--- config.mk ---
export PLATFORM = sky130hd
export DESIGN_NAME = mac_result_tx
export DESIGN_NICKNAME = d
export VERILOG_FILES = /design/src/rtl/mac_result_tx.sv
export SDC_FILE = /design/constraint.sdc
export NUM_CORES = 1
export LEC_CHECK = 0
export CAP_MARGIN = 20
export CORE_UTILIZATION = 55
export DETAILED_ROUTE_END_ITERATION = 12
export PLACE_DENSITY = 0.78
export SLEW_MARGIN = 20
export SYNTH_ARGS = -nofsm -noshare
export SYNTH_HDL_FRONTEND = slang
export SYNTH_SLANG_ARGS = --single-unit
--- constraint.sdc ---
create_clock -name clk -period 3.1 [get_ports clk]
set_clock_uncertainty 0.05 [all_clocks]
set_input_delay 0.62 -clock clk [delete_from_list [all_inputs] [get_ports clk]]
set_output_delay 0.62 -clock clk [all_outputs]
set_load 0.005 [all_outputs]
--- src/rtl/mac_result_tx.sv ---
// mac_result_tx: captures MAC results on ld_out into a small FIFO and streams
// each word off-chip as two byte beats (low byte, then zero-extended high byte)
// over a valid/ready interface. All tx_* outputs come straight from flops.
module mac_result_tx #(
   parameter int DATA_W = 12,
   parameter int BEAT_W = 8,
   parameter int DEPTH  = 4,
   localparam int AW    = $clog2(DEPTH),
   localparam int CW    = $clog2(DEPTH + 1)
) (
   input  logic              clk,
   input  logic              rst,
   input  logic              ld_out,
   input  logic [DATA_W-1:0] sum_in,
   output logic              full,
   output logic [CW-1:0]     count,
   output logic              overflow,
   output logic [BEAT_W-1:0] tx_data,
   output logic              tx_valid,
   output logic              tx_last,
   input  logic              tx_ready
);

   typedef enum logic [1:0] {S_IDLE, S_LO, S_HI} state_t;

   localparam logic [AW:0] PTR_ONE = {{AW{1'b0}}, 1'b1};

   // Pointers carry one extra wrap bit above the AW-bit index so that
   // full and empty are distinguishable without a separate counter.
   logic [AW:0]       wr_ext, rd_ext;
   logic [DATA_W-1:0] mem [DEPTH];
   logic [DATA_W-1:0] head;
   logic              wr_en, pop;

   state_t            state, state_d;
   logic [DATA_W-1:0] word_q, word_d;
   logic [BEAT_W-1:0] data_d, hi_beat;
   logic              vld_d, last_d, hs;

   assign head  = mem[rd_ext[AW-1:0]];
   assign count = CW'(wr_ext - rd_ext);
   assign full  = (wr_ext[AW] != rd_ext[AW]) && (wr_ext[AW-1:0] == rd_ext[AW-1:0]);
   // full is the start-of-cycle value, so a write is dropped even if a pop
   // frees a slot at the same edge.
   assign wr_en = ld_out && !full;
   assign hs    = tx_valid && tx_ready;

   // Storage array: written only, never reset; occupancy is tracked by pointers.
   always_ff @(posedge clk) begin
      if (wr_en) mem[wr_ext[AW-1:0]] <= sum_in;
   end

   // FIFO pointers and sticky overflow flag.
   always_ff @(posedge clk or posedge rst) begin
      if (rst) begin
         wr_ext   <= '0;
         rd_ext   <= '0;
         overflow <= 1'b0;
      end else begin
         if (wr_en) wr_ext <= wr_ext + PTR_ONE;
         if (pop)   rd_ext <= rd_ext + PTR_ONE;
         if (ld_out && full) overflow <= 1'b1;
      end
   end

   // High beat: upper DATA_W-8 bits of the held word, zero-extended.
   always_comb begin
      hi_beat = '0;
      hi_beat[DATA_W-BEAT_W-1:0] = word_q[DATA_W-1:BEAT_W];
   end

   // Next-state and next-output logic; outputs are computed one cycle early
   // so they can be registered without adding latency.
   always_comb begin
      state_d = state;
      word_d  = word_q;
      pop     = 1'b0;
      vld_d   = tx_valid;
      data_d  = tx_data;
      last_d  = tx_last;
      unique case (state)
         S_IDLE: begin
            if (count != '0) begin
               pop     = 1'b1;
               word_d  = head;
               state_d = S_LO;
               vld_d   = 1'b1;
               data_d  = head[BEAT_W-1:0];
               last_d  = 1'b0;
            end
         end
         S_LO: begin
            if (hs) begin
               state_d = S_HI;
               data_d  = hi_beat;
               last_d  = 1'b1;
            end
         end
         S_HI: begin
            if (hs) begin
               if (count != '0) begin
                  // Back-to-back: next word's low beat follows with no bubble.
                  pop     = 1'b1;
                  word_d  = head;
                  state_d = S_LO;
                  vld_d   = 1'b1;
                  data_d  = head[BEAT_W-1:0];
                  last_d  = 1'b0;
               end else begin
                  state_d = S_IDLE;
                  vld_d   = 1'b0;
                  data_d  = '0;
                  last_d  = 1'b0;
               end
            end
         end
         default: begin
            state_d = S_IDLE;
            vld_d   = 1'b0;
            data_d  = '0;
            last_d  = 1'b0;
         end
      endcase
   end

   // FSM state, held word and registered beat outputs.
   always_ff @(posedge clk or posedge rst) begin
      if (rst) begin
         state    <= S_IDLE;
         word_q   <= '0;
         tx_valid <= 1'b0;
         tx_data  <= '0;
         tx_last  <= 1'b0;
      end else begin
         state    <= state_d;
         word_q   <= word_d;
         tx_valid <= vld_d;
         tx_data  <= data_d;
         tx_last  <= last_d;
      end
   end

endmodule

Word level (Yosys, flattened, before mapping). Memories as Yosys holds them, arrays and structs flattened. Cells that the tools add are included.

Bits in registers: 31. Latch bits: 0. Bits in writable memories: 48. ROM bits: 0. Input bits: 16. Output and inout port bits: 15. Word-level logic and storage cells: 56. Memories: 1.

Memory list: mem (depth 4, width 12, rd ports 1, clocked after memory_dff 0, write ports 1, line 31) `logic [DATA_W-1:0] mem [DEPTH];`.

Add/subtract/negate cells: 3. Multipliers: 0. Divide/modulo/power cells: 0. Magnitude comparators: 0. Eq/ne operators: 7. Shift-type cells: 0. Mux-type cells: 25. Bitwise logic cells: 1. Reduce and logical (&&, ||, !) cells: 11.

Operator list (count): two-way mux 8 bit (4); two-way mux 12 bit (2); one-hot mux 12 bit (2 select lines) (1); one-hot mux 8 bit (3 select lines) (1); two-way mux 1 bit (10); adder 3 x 1 -> 3 bit (second input constant) (2); two-way mux 2 bit (3); != test 2 bit (second input constant) (3); one-hot mux 1 bit (3 select lines) (2); one-hot mux 2 bit (3 select lines) (1); AND reduction 3 bit (2); logical AND 1 bit (4); nonzero test 3 bit (1); subtractor 3 bit (1); equality test 2 x 1 -> 1 bit (second input constant) (1); equality test 2 bit (1); equality test 2 bit (second input constant) (1); zero test 2 bit (1); one-hot mux 1 bit (2 select lines) (1); AND reduction 2 bit (1); nonzero test 2 bit (1); zero test 1 bit (1); != test 1 bit (1); NOT 1 bit (1).

Logic depth before layout (Yosys ltp).
Depth in word-level cells: 6. Mapped depth: 8.

Least setup slack after synthesis. OpenSTA, ideal clock, no wires.

Path type: register -> register. Start point: register rd_ext[0]. End point: register word_q[8]. Library setup time: 125 ps. Data arrival time: 2217 ps. Path slack: 708 ps. Stages on the path, launching flop included: 7. Buffers on the path: 1. Clock period less this slack: 2392 ps. Path through: dfrtp_1 -> ha_1 -> fa_1 -> xnor3_2 -> a211oi_4 -> buf_6 -> mux2_4.

Cells in the longest elaborated chain, start to end: 5. Elaborated cells on any way between the ends: 6.

Ends and longest elaborated chain: start, declared (line 30) `logic [AW:0] wr_ext, rd_ext;`; start signal, assigned (line 61) `if (pop) rd_ext <= rd_ext + PTR_ONE;`; subtractor 3 bit (line 41) `assign count = CW'(wr_ext - rd_ext);`; nonzero test 3 bit (line 83, 101); two-way mux 12 bit * (line 83, 101); two-way mux 12 bit (line 100) `if (hs) begin`; one-hot mux 12 bit (2 select lines) * (line 81) `unique case (state)`; end signal, assigned (line 136) `word_q <= word_d;`; end, declared (line 36) `logic [DATA_W-1:0] word_q, word_d;`.

Every way passes the cells marked *; elsewhere a longest branch is shown, timed or not. The select of a mux whose other input is x is not followed. A chain may end at the register's enable or synchronous reset.

Worst setup path after layout.
Start point: register wr_ext[0]. End point: output port count[2].

Cells in the longest elaborated chain, start to end: 1.

Ends and longest elaborated chain: start, declared (line 30); start signal, assigned (line 60) `if (wr_en) wr_ext <= wr_ext + PTR_ONE;`; subtractor 3 bit (line 41); end, declared (line 16) `output logic [CW-1:0] count,`.

Every way passes these cells.

==> results.txt <==
Crit path cell chain = inv_1, ha_1, fa_1, xnor3_2, inv_2, clkdlybuf4s50_1
First-pass GRT wire length = 8800 um
Most frequent cells after synthesis = edfxtp_1, dfrtp_1, nand2_1
Number of fillers in the final layout = 354
N_diodes = 0
Final critical-path share of the clock period = 96.6%
Worst Hold Slack = 0.420 ns
Multi-input logic area = 878 um2
Ratio of cells with drive above 1 in the final layout = 21.2%
Chip width = 75.1 um
H-tree depth = 3
Dpl hpwl = 3690 um
CTS Root Cell = clkbuf_8
Final antenna-violating net count = 0
Yosys warning total = 0
Synth area leaders = edfxtp_1, dfrtp_1, mux4_2
Die Span Y = 75.1 um
Metal2 WL = 2820 um
CP required = 2.43 ns
Syn nets = 198
Clk sinks = 70
Sequential power share = 35.5%
Initial drt markers = 143
Total track usage = 23.1%
Clock power frac = 20.8%
Distinct cells, synth = 42
Min Clock Period, post-route = 3.00 ns
Avg Vias per Cell = 5.75
Worst relative slew slack = 41.6%
Switching share of total power = 33.4%
Predominant post-synthesis flop cell = edfxtp_1
Post-synthesis register bit count = 70
Top layer in use = met4
P_leak = 1.37 nW
WL met3 = 439 um
Worst setup EP type = primary output
Initial Util = 57.2%
Initial antenna violation count = 0
Combinational Power Share = 43.7%
Final setup fails = 0
Hold WC Path Type = flip-flop to flip-flop
Area delta synth->final = 23.0%
Syn Std Cell Area = 2940 um2
Post-route cell area = 3610 um2
Pin slew with the least headroom to its limit = 0.875 ns
Crit path max-delay cell type = clkdlybuf4s50_1
Most frequent cell after synthesis = edfxtp_1
Max-cap violations = 0
Maximum clock rate = 334 MHz
Clock Tree Buf Depth = 2
Mean area per synthesized cell = 16.9 um2
Outcome = finished clean
Sequential cell area = 1990 um2
Number of flops mapped to enable cells by yosys = 48
Worst-Skew Late Latency = 0.34 ns
GP Congestion = 0.857
Internal Power = 2.77 mW
CP max stage delay = 0.50 ns
Crit-path max FO = 4
Area share of the leading cell type in the synthesized netlist = 49.0%
TritonCTS clock tree = built
Total CTS buffers = 9
Worst vdd ir = 0.000577 V
Psw = 1.39 mW
Mapped Cells = 174
Startpoint Class = flip-flop
Post-route met1 wirelength = 2270 um
Total iterations of the first detailed-routing run = 4
Site Rows = 26
CP Class = flip-flop to primary output
Synth area leader = edfxtp_1
Core area = 5140 um2
DR DRC count = 0
GRT overflow = 0
Clock-pin slew on the worst setup and hold paths = 0.07 ns
DRT Wirelength = 5700 um
Port bufs = 30
Final count of hold timing violations = 0
Slew Limit Fails = 0
I/O pin total = 31
Post-synthesis async set-or-reset flop share = 31.4%
Routed wire per std cell = 19.3 um
Register area share after synthesis = 67.8%
Die footprint = 5640 um2
Largest net degree at the start of global routing = 23
Placed inst area = 3350 um2
Fin nets = 245
Vias in the first global route = 1802
WP data arrival = 2.33 ns
Via count = 1703
Power Dens Cells = 1150 nW/um2
logic make-up after synthesis:
kind of cell               synth area share, %
DFF                                       67.8
AOI/OAI and AO/OA                         8.17
and+or+nand+nor                           4.77
muxes                                     11.0
buffers and inverters                     2.34
adders and majority gates                 3.66
xor gates and xnor gates                  2.30
per-stage QoR:
| stage | worst slack (ns) | util [%] | power, mW | std cells | setup TNS [ns] |
|---|---|---|---|---|---|
| finish | 0.104 | 70.3 | 4.16 | 296 | 0 |
| global route | -0.00160 | 70.3 | 4.41 | 296 | -0.00160 |
| CTS | 0.0132 | 69.7 | 4.05 | 292 | 0 |
| detailed placement | 0.249 | 65.1 | 3.18 | 276 | 0 |
| global placement | 0.323 | 65.1 | 3.09 | 276 | 0 |
| floorplan | 0.708 | - | 2.55 | 174 | 0 |
metal layers:
metal	up-vias	global-route usage, %
met5	-	0
met1	839	29.0
met2	83	35.2
li1	763	-
met3	18	6.96
met4	0	15.3
power by group through the flow:
| stage | registers [mW] | clock network, mW | logic [mW] |
|---|---|---|---|
| 4_1_cts | 1.47 | 0.878 | 1.70 |
| 5_1_grt | 1.50 | 0.912 | 1.99 |
| 3_3_place_gp | 1.47 | 0 | 1.63 |
| 3_5_place_dp | 1.49 | 0 | 1.69 |
| 2_1_floorplan | 1.44 | 0 | 1.12 |
| 6_report | 1.48 | 0.866 | 1.82 |
layout by cell type, fill, tap and decap left out, drive strengths merged, types with 4 or more instances in the layout:
cell type	netlist	routed
edfxtp	48	48
clkdlybuf4s50	0	30
dfrtp	22	22
nand2	15	15
mux4	12	12
buf	4	11
inv	10	11
clkbuf	1	10
ha	7	7
o21ai	6	6
and2	6	6
a21boi	4	4
a22o	4	4
o221ai	4	4
mux2	4	4
registers in the layout, summed over array words and instances (netlist names):
register and count:
tx_valid 1, state 1, tx_data 8, word_q 4
rd_ext 3, overflow 1, wr_ext 3, mem 48
tx_last 1
critical path, delay by kind of cell (launching register included):
family	cells	cell delay, ns
adder cells (fa/ha/maj)	2	0.60
buffers and inverters	3	0.72
flip-flops	1	0.38
XOR/XNOR	1	0.28
worst paths after layout:
path | from | end | slack [ns] | depth (start not counted)
setup / recovery | wr_ext[0] | count[2] | 0.10 | 6
hold / removal | overflow | overflow | 0.42 | 1
min in group asynchronous | rst | overflow | 0.71 | 2
max in group asynchronous | rst | tx_data[7] | 1.74 | 2
setup reg to reg | wr_ext[0] | rd_ext[2] | 0.56 | 8
hold reg to reg | overflow | overflow | 0.42 | 1
final cells by class:
cell class | count | area share [%]
inverters | 10 | 1.04
flip-flops and latches | 70 | 55.1
clock buffers | 10 | 3.53
well taps | 70 | 2.42
multi-input cells | 89 | 24.3
clock inverters | 6 | 3.01
repair buffers | 41 | 10.6
timing repair:
item                                    in CTS  in global routing
hold buffers                                 0                  0
resized for setup                            0                  1
endpoints found under the setup margin       1                  1
pin swaps                                    1                  0
endpoints found under the hold margin        0                  0
buffers inserted                             0                  4
Power figures use the tool's default switching activity.
